[src/rtl/pld_wr_arbiter.sv]
// Round-robin arbiter sharing the payload-FIFO write port between producers, one whole measurement per grant.
// Optional: define PLD_ARB_SRC_TAG_EN to stamp the source index into the top bits of each burst's first word.

module pld_wr_arbiter_chk #(
    parameter int NUM_SRC  = 4,
    parameter int SRC_BITS = 2
) (
    input logic                clk,
    input logic                reset,
    input logic                busy,
    input logic [SRC_BITS-1:0] grant_idx,
    input logic [NUM_SRC-1:0]  src_req
);

    logic [NUM_SRC-1:0] req_at_grant_s;

    assign req_at_grant_s = src_req >> grant_idx;

    // A producer must keep its request up until its measurement has been fully drained.
    a_req_held_in_burst: assert property (@(posedge clk) disable iff (!reset)
        busy |-> req_at_grant_s[0])
        else $error("pld_wr_arbiter: src_req dropped by source %0d mid-burst", grant_idx);

endmodule

module pld_wr_arbiter #(
    parameter int NUM_SRC        = 4,
    parameter int SRC_BITS       = 2,
    parameter int WORD_WIDTH     = 64,
    parameter int WORDS_PER_MEAS = 2
) (
    input  logic                          clk,
    input  logic                          reset,
    input  logic [NUM_SRC-1:0]            src_req,
    input  logic [NUM_SRC*WORD_WIDTH-1:0] src_data,
    output logic [NUM_SRC-1:0]            src_ack,
    output logic [WORD_WIDTH-1:0]         pld_fifo_din,
    output logic                          pld_fifo_wr,
    input  logic                          pld_fifo_full,
    output logic [SRC_BITS-1:0]           grant_idx,
    output logic                          busy
);

    localparam int                     CNT_W    = $clog2(WORDS_PER_MEAS) + 1;
    localparam logic [CNT_W-1:0]       LAST_CNT = CNT_W'(WORDS_PER_MEAS - 1);
    localparam logic [SRC_BITS-1:0]    LAST_SRC = SRC_BITS'(NUM_SRC - 1);

    typedef enum logic [0:0] {
        IDLE  = 1'b0,
        BURST = 1'b1
    } state_t;

    state_t                  state_r, state_s;
    logic [SRC_BITS-1:0]     rr_ptr_r, rr_ptr_s;
    logic [SRC_BITS-1:0]     grant_r, grant_s;
    logic [CNT_W-1:0]        word_cnt_r, word_cnt_s;

    logic [2*NUM_SRC-1:0]    req_rot_s;
    logic                    win_hit_s;
    logic [SRC_BITS-1:0]     win_idx_s;
    int                      cand_s;
    logic                    wr_s;
    logic [WORD_WIDTH-1:0]   grant_data_s;
    logic [WORD_WIDTH-1:0]   din_s;
    logic [NUM_SRC-1:0]      ack_s;

    // Rotating-priority search: bit i of req_rot_s is the request of source (rr_ptr + i) mod NUM_SRC.
    always_comb begin
        req_rot_s = {src_req, src_req} >> rr_ptr_r;
        win_hit_s = 1'b0;
        win_idx_s = {SRC_BITS{1'b0}};
        cand_s    = 0;
        for (int i = 0; i < NUM_SRC; i++) begin
            if (!win_hit_s && req_rot_s[i]) begin
                cand_s = int'(rr_ptr_r) + i;
                if (cand_s >= NUM_SRC) begin
                    cand_s = cand_s - NUM_SRC;
                end else begin
                    cand_s = cand_s;
                end
                win_hit_s = 1'b1;
                win_idx_s = SRC_BITS'(cand_s);
            end else begin
                win_hit_s = win_hit_s;
            end
        end
    end

    // Payload path: select the granted head word and the matching pop strobe.
    always_comb begin
        wr_s         = (state_r == BURST) && !pld_fifo_full;
        grant_data_s = {WORD_WIDTH{1'b0}};
        ack_s        = {NUM_SRC{1'b0}};
        for (int i = 0; i < NUM_SRC; i++) begin
            if (grant_r == SRC_BITS'(i)) begin
                grant_data_s = src_data[i*WORD_WIDTH +: WORD_WIDTH];
                ack_s[i]     = wr_s;
            end else begin
                ack_s[i]     = 1'b0;
            end
        end
        if (state_r == BURST) begin
            din_s = grant_data_s;
`ifdef PLD_ARB_SRC_TAG_EN
            if (word_cnt_r == {CNT_W{1'b0}}) begin
                din_s[WORD_WIDTH-1 -: SRC_BITS] = grant_r;
            end else begin
                din_s = din_s;
            end
`endif
        end else begin
            // Held at zero outside a burst so every output reads 0 while idle or in reset.
            din_s = {WORD_WIDTH{1'b0}};
        end
    end

    // Next-state logic: arbitrate in IDLE, drain exactly WORDS_PER_MEAS words in BURST.
    always_comb begin
        state_s    = state_r;
        rr_ptr_s   = rr_ptr_r;
        grant_s    = grant_r;
        word_cnt_s = word_cnt_r;
        case (state_r)
            IDLE: begin
                if (win_hit_s) begin
                    grant_s    = win_idx_s;
                    word_cnt_s = {CNT_W{1'b0}};
                    state_s    = BURST;
                end else begin
                    grant_s    = {SRC_BITS{1'b0}};
                end
            end
            BURST: begin
                if (wr_s) begin
                    if (word_cnt_r == LAST_CNT) begin
                        state_s    = IDLE;
                        word_cnt_s = {CNT_W{1'b0}};
                        grant_s    = {SRC_BITS{1'b0}};
                        if (grant_r == LAST_SRC) begin
                            rr_ptr_s = {SRC_BITS{1'b0}};
                        end else begin
                            rr_ptr_s = grant_r + SRC_BITS'(1'b1);
                        end
                    end else begin
                        word_cnt_s = word_cnt_r + CNT_W'(1'b1);
                    end
                end else begin
                    word_cnt_s = word_cnt_r;
                end
            end
            default: begin
                state_s    = IDLE;
                grant_s    = {SRC_BITS{1'b0}};
                word_cnt_s = {CNT_W{1'b0}};
            end
        endcase
    end

    // State registers with asynchronous active-low clear.
    always_ff @(posedge clk or negedge reset) begin
        if (!reset) begin
            state_r    <= IDLE;
            rr_ptr_r   <= {SRC_BITS{1'b0}};
            grant_r    <= {SRC_BITS{1'b0}};
            word_cnt_r <= {CNT_W{1'b0}};
        end else begin
            state_r    <= state_s;
            rr_ptr_r   <= rr_ptr_s;
            grant_r    <= grant_s;
            word_cnt_r <= word_cnt_s;
        end
    end

    assign src_ack      = ack_s;
    assign pld_fifo_wr  = wr_s;
    assign pld_fifo_din = din_s;
    assign grant_idx    = grant_r;
    assign busy         = (state_r == BURST);

    pld_wr_arbiter_chk #(
        .NUM_SRC  (NUM_SRC),
        .SRC_BITS (SRC_BITS)
    ) u_chk (
        .clk       (clk),
        .reset     (reset),
        .busy      (busy),
        .grant_idx (grant_idx),
        .src_req   (src_req)
    );

endmodule

[config.mk]
export PLATFORM = sky130hd
export DESIGN_NAME = pld_wr_arbiter
export DESIGN_NICKNAME = d
export VERILOG_FILES = /design/src/rtl/pld_wr_arbiter.sv
export SDC_FILE = /design/constraint.sdc
export NUM_CORES = 1
export LEC_CHECK = 0
export CAP_MARGIN = 20
export CORE_AREA = 2 2 130 132
export DETAILED_ROUTE_END_ITERATION = 12
export DIE_AREA = 0 0 132 134
export GPL_TIMING_DRIVEN = 0
export SLEW_MARGIN = 20
export SYNTH_ARGS = -nofsm -noshare
export SYNTH_HDL_FRONTEND = slang
export SYNTH_SLANG_ARGS = --single-unit
[constraint.sdc]
create_clock -name clk -period 2.2 [get_ports clk]
set_clock_uncertainty 0.1 [all_clocks]
set_input_delay 0.55 -clock clk [delete_from_list [all_inputs] [get_ports clk]]
set_output_delay 0.55 -clock clk [all_outputs]
set_load 0.01 [all_outputs]
==> results.sh <==
export IMPL_cts_htree_levels=1
export IMPL_cts_sinks=7
export IMPL_ys_top_cells_by_count="nand2_1, o21ai_1, a22o_1"
export IMPL_wl_per_cell_um=19.21
export IMPL_setup_worst_path_start_class="flop"
export IMPL_reg2reg_to="rr_ptr_r[1]"
export IMPL_clockBufferDepth=2
export IMPL_setup_tns_ns=-24.28
export IMPL_via_count=4466
export IMPL_hold_viol=0
export IMPL_postCtsHoldBufs=0
export IMPL_dp_final_hpwl_um=14120
export IMPL_cp_endpoint="pld_fifo_din[43]"
export IMPL_drcViolationCount=0
export IMPL_crit_arrival_ns=2.00
export IMPL_r2r_setup_slack_ns=0.63
export IMPL_async_reset_ff_frac=1.000
export IMPL_cts_tree="built"
export IMPL_grt_pass1_vias=4686
export IMPL_synth_avg_cell_area_um2=7.518
export IMPL_post_route_util=0.4252
export IMPL_slew_headroom=0.6581
export IMPL_grt_pass1_wl_um=26600
export IMPL_synth_cell_types=34
export IMPL_synth_most_common_cell="nand2_1"
export IMPL_die_h_um=134
export IMPL_insertion_delay_ns=0.23
export IMPL_drtPass1Iterations=4
export IMPL_final_layout_size_suffix_gt1_frac=0.3061
export IMPL_grt_max_degree=11
export IMPL_place_inst=910
export IMPL_yosysTopAreaCellShare=0.2805
export IMPL_violations="setup timing"
export IMPL_wl_um=18100
export IMPL_fill_cells=1658
export IMPL_ys_seq_area_frac=0.06545
export IMPL_place_ws_ns=-0.9937
export IMPL_synth_area_leaders="a22oi_2, a22o_1, o21ai_1"
export IMPL_p_leak_nw=2.805
export IMPL_tightest_slew_ns=0.5128
export IMPL_ant_nets=0
export IMPL_grt_overflow=0
export IMPL_synth_xor_area_share=0.003273
export IMPL_rsz0062_at_grt="true"
export IMPL_synthesis_nets=623
export IMPL_path_class="flop to primary output"
export IMPL_finalCriticalPeriod_ns=2.653
export IMPL_synthAdderAreaFrac=0.01870
export IMPL_outcome="complete, but fails checks"
export IMPL_num_io_pins=335
export IMPL_antenna_found_initial=0
export IMPL_io_buffers=334
export IMPL_initial_core_util=0.1643
export IMPL_num_antenna_cells=0
export IMPL_final_period_utilization=1.206
export IMPL_cp_startpoint="grant_idx[0]"
export IMPL_setup_ws_ns=-0.4532
export IMPL_worst_endpoint_required_ns=1.55
export IMPL_clock_fmax_ghz=0.3769
export IMPL_final_nets=990
export IMPL_yosys_warnings=0
export IMPL_synth_top_family_by_area="compound AO/OA/AOI/OAI gates"
export IMPL_die_area_mm2=0.01769
export IMPL_syn_inst=356
export IMPL_ir_drop_mv=0.4830
export IMPL_drv_slew=0
export IMPL_powerDensity_mw_per_mm2=1160
export IMPL_final_cells=942
export IMPL_cap_violations=0
export IMPL_r2r_start="busy"
export IMPL_clockRootBuffer="clkbuf_16"
export IMPL_synth_simple_area_share=0.1505
export IMPL_worst_path_max_fanout=5
export IMPL_synth_area_mm2=0.002676
export IMPL_total_power_mw=8.036
export IMPL_muxShareOfSynthArea=0.004208
export IMPL_grt_usage=0.1883
export IMPL_synth_main_ff_cell="dfrtp_1"
export IMPL_via_per_inst=4.741
export IMPL_yosysTopAreaCell="a22oi_2"
export IMPL_setup_viol=65
export IMPL_end_kind="primary output"
export IMPL_cts_buffers=3
export IMPL_area_growth_pct=158.8
export IMPL_initialDrtViolationCount=213
export IMPL_clk_pin_slew_ns=0.04
export IMPL_synth_compound_area_frac=0.6564
export IMPL_core_mm2=0.01629
export IMPL_rows=47
export IMPL_finalWeightedCongestion=0.9671
export IMPL_synth_edf_count=0
export IMPL_ys_ff_latch=7
export IMPL_die_w_um=132
export IMPL_r2r_cells=5
export IMPL_hold_class="flop to flop"
how the worst min path moves through the flow:
stage                     slack [ns]          start          end  depth (start not counted)
after global routing            0.44  word_cnt_r[1]  rr_ptr_r[0]                          1
after global placement          0.41  word_cnt_r[1]  rr_ptr_r[0]                          1
after CTS                       0.42  word_cnt_r[1]  rr_ptr_r[0]                          1
final                           0.42  word_cnt_r[1]  rr_ptr_r[0]                          1
after detailed placement        0.42  word_cnt_r[1]  rr_ptr_r[0]                          1
after floorplan                 0.15          reset         busy                          0
worst max-delay path: stages (launching register included):
cell and delay, ns:
dfrtp_2 0.44, buf_6 0.14, ha_4 0.17, nor2b_4 0.17, buf_12 0.14, buf_8 0.10, clkbuf_16 0.14, a22oi_2 0.05
o21ai_1 0.13, a22o_1 0.16, buf_2 0.14
kinds of logic after synthesis:
logic type | count (synthesis)
compound gates | 205
fa+ha+maj | 4
buf+inv | 45
mux | 1
xor+xnor | 1
simple gates | 93
flops | 7
state kept, by name, summed over array words and instances (netlist names):
name and count:
word_cnt_r 2, rr_ptr_r 2, grant_idx 2, busy 1
per-stage QoR:
step | hold WS [ns] | area [um^2]
final | 0.4193 | 6927
after global routing | 0.4396 | 6927
after CTS | 0.4202 | 6721
after detailed placement | 0.4206 | 6296
after global placement | 0.4118 | 6296
after floorplan | 0.1544 | 2678
layout make-up:
cell class | instances | area [um^2] | area share
Buffer | 39 | 469.2 | 0.06774
Multi-Input combinational cell | 304 | 2331 | 0.3365
Inverter | 3 | 16.27 | 0.002348
Tap cell | 220 | 275.3 | 0.03974
Sequential cell | 7 | 177.7 | 0.02565
Clock buffer | 4 | 78.83 | 0.01138
Timing Repair Buffer | 365 | 3578 | 0.5166
timing repair:
item | in CTS | in global routing
pin swaps | 36 | 58
endpoints found under the hold margin | 0 | 0
gates resized for setup | 370 | 33
gates cloned | 4 | 6
buffers inserted | 20 | 2
endpoints found under the setup margin | 69 | 66
cell usage in the layout (no fill, tap or decap), drive strengths merged:
cell           synthesis  routed
a21boi                 1       1
inv                    3       3
clkbuf                 7      16
a22o                  64      64
dfrtp                  7       7
and3                   2       2
ha                     4       4
nor2                   5       5
o311ai                 1       1
a32o                   1       1
xnor2                  1       1
a21o                   1       1
a2bb2oi                1       1
o41ai                  2       2
clkdlybuf4s50          0     264
or2                    1       1
nor2b                  5       5
and3b                  1       1
and2b                  1       1
buf                   35     122
nand2b                 3       3
clkdlybuf4s15          0       1
and2                   5       5
o21ai                 67      67
a21oi                  4       4
a22oi                 63      63
nor4                   1       1
mux2                   1       1
dlygate4sd2            0       4
nand2                 69      69
bufbuf                 0       1
power by group:
group	internal, mW	switching, mW
combinational	4.05	3.41
sequential	0.182	0.0847
clock	0.241	0.0679
metal layers:
metal	up-vias	global-route usage	wire [um]
li1	2121	-	-
met1	2077	0.2269	7430
met2	235	0.3388	9019
met3	33	0.03666	1188
met4	0	0.05495	458
met5	-	0	0
No activity file was read; power rests on OpenSTA's default activity.
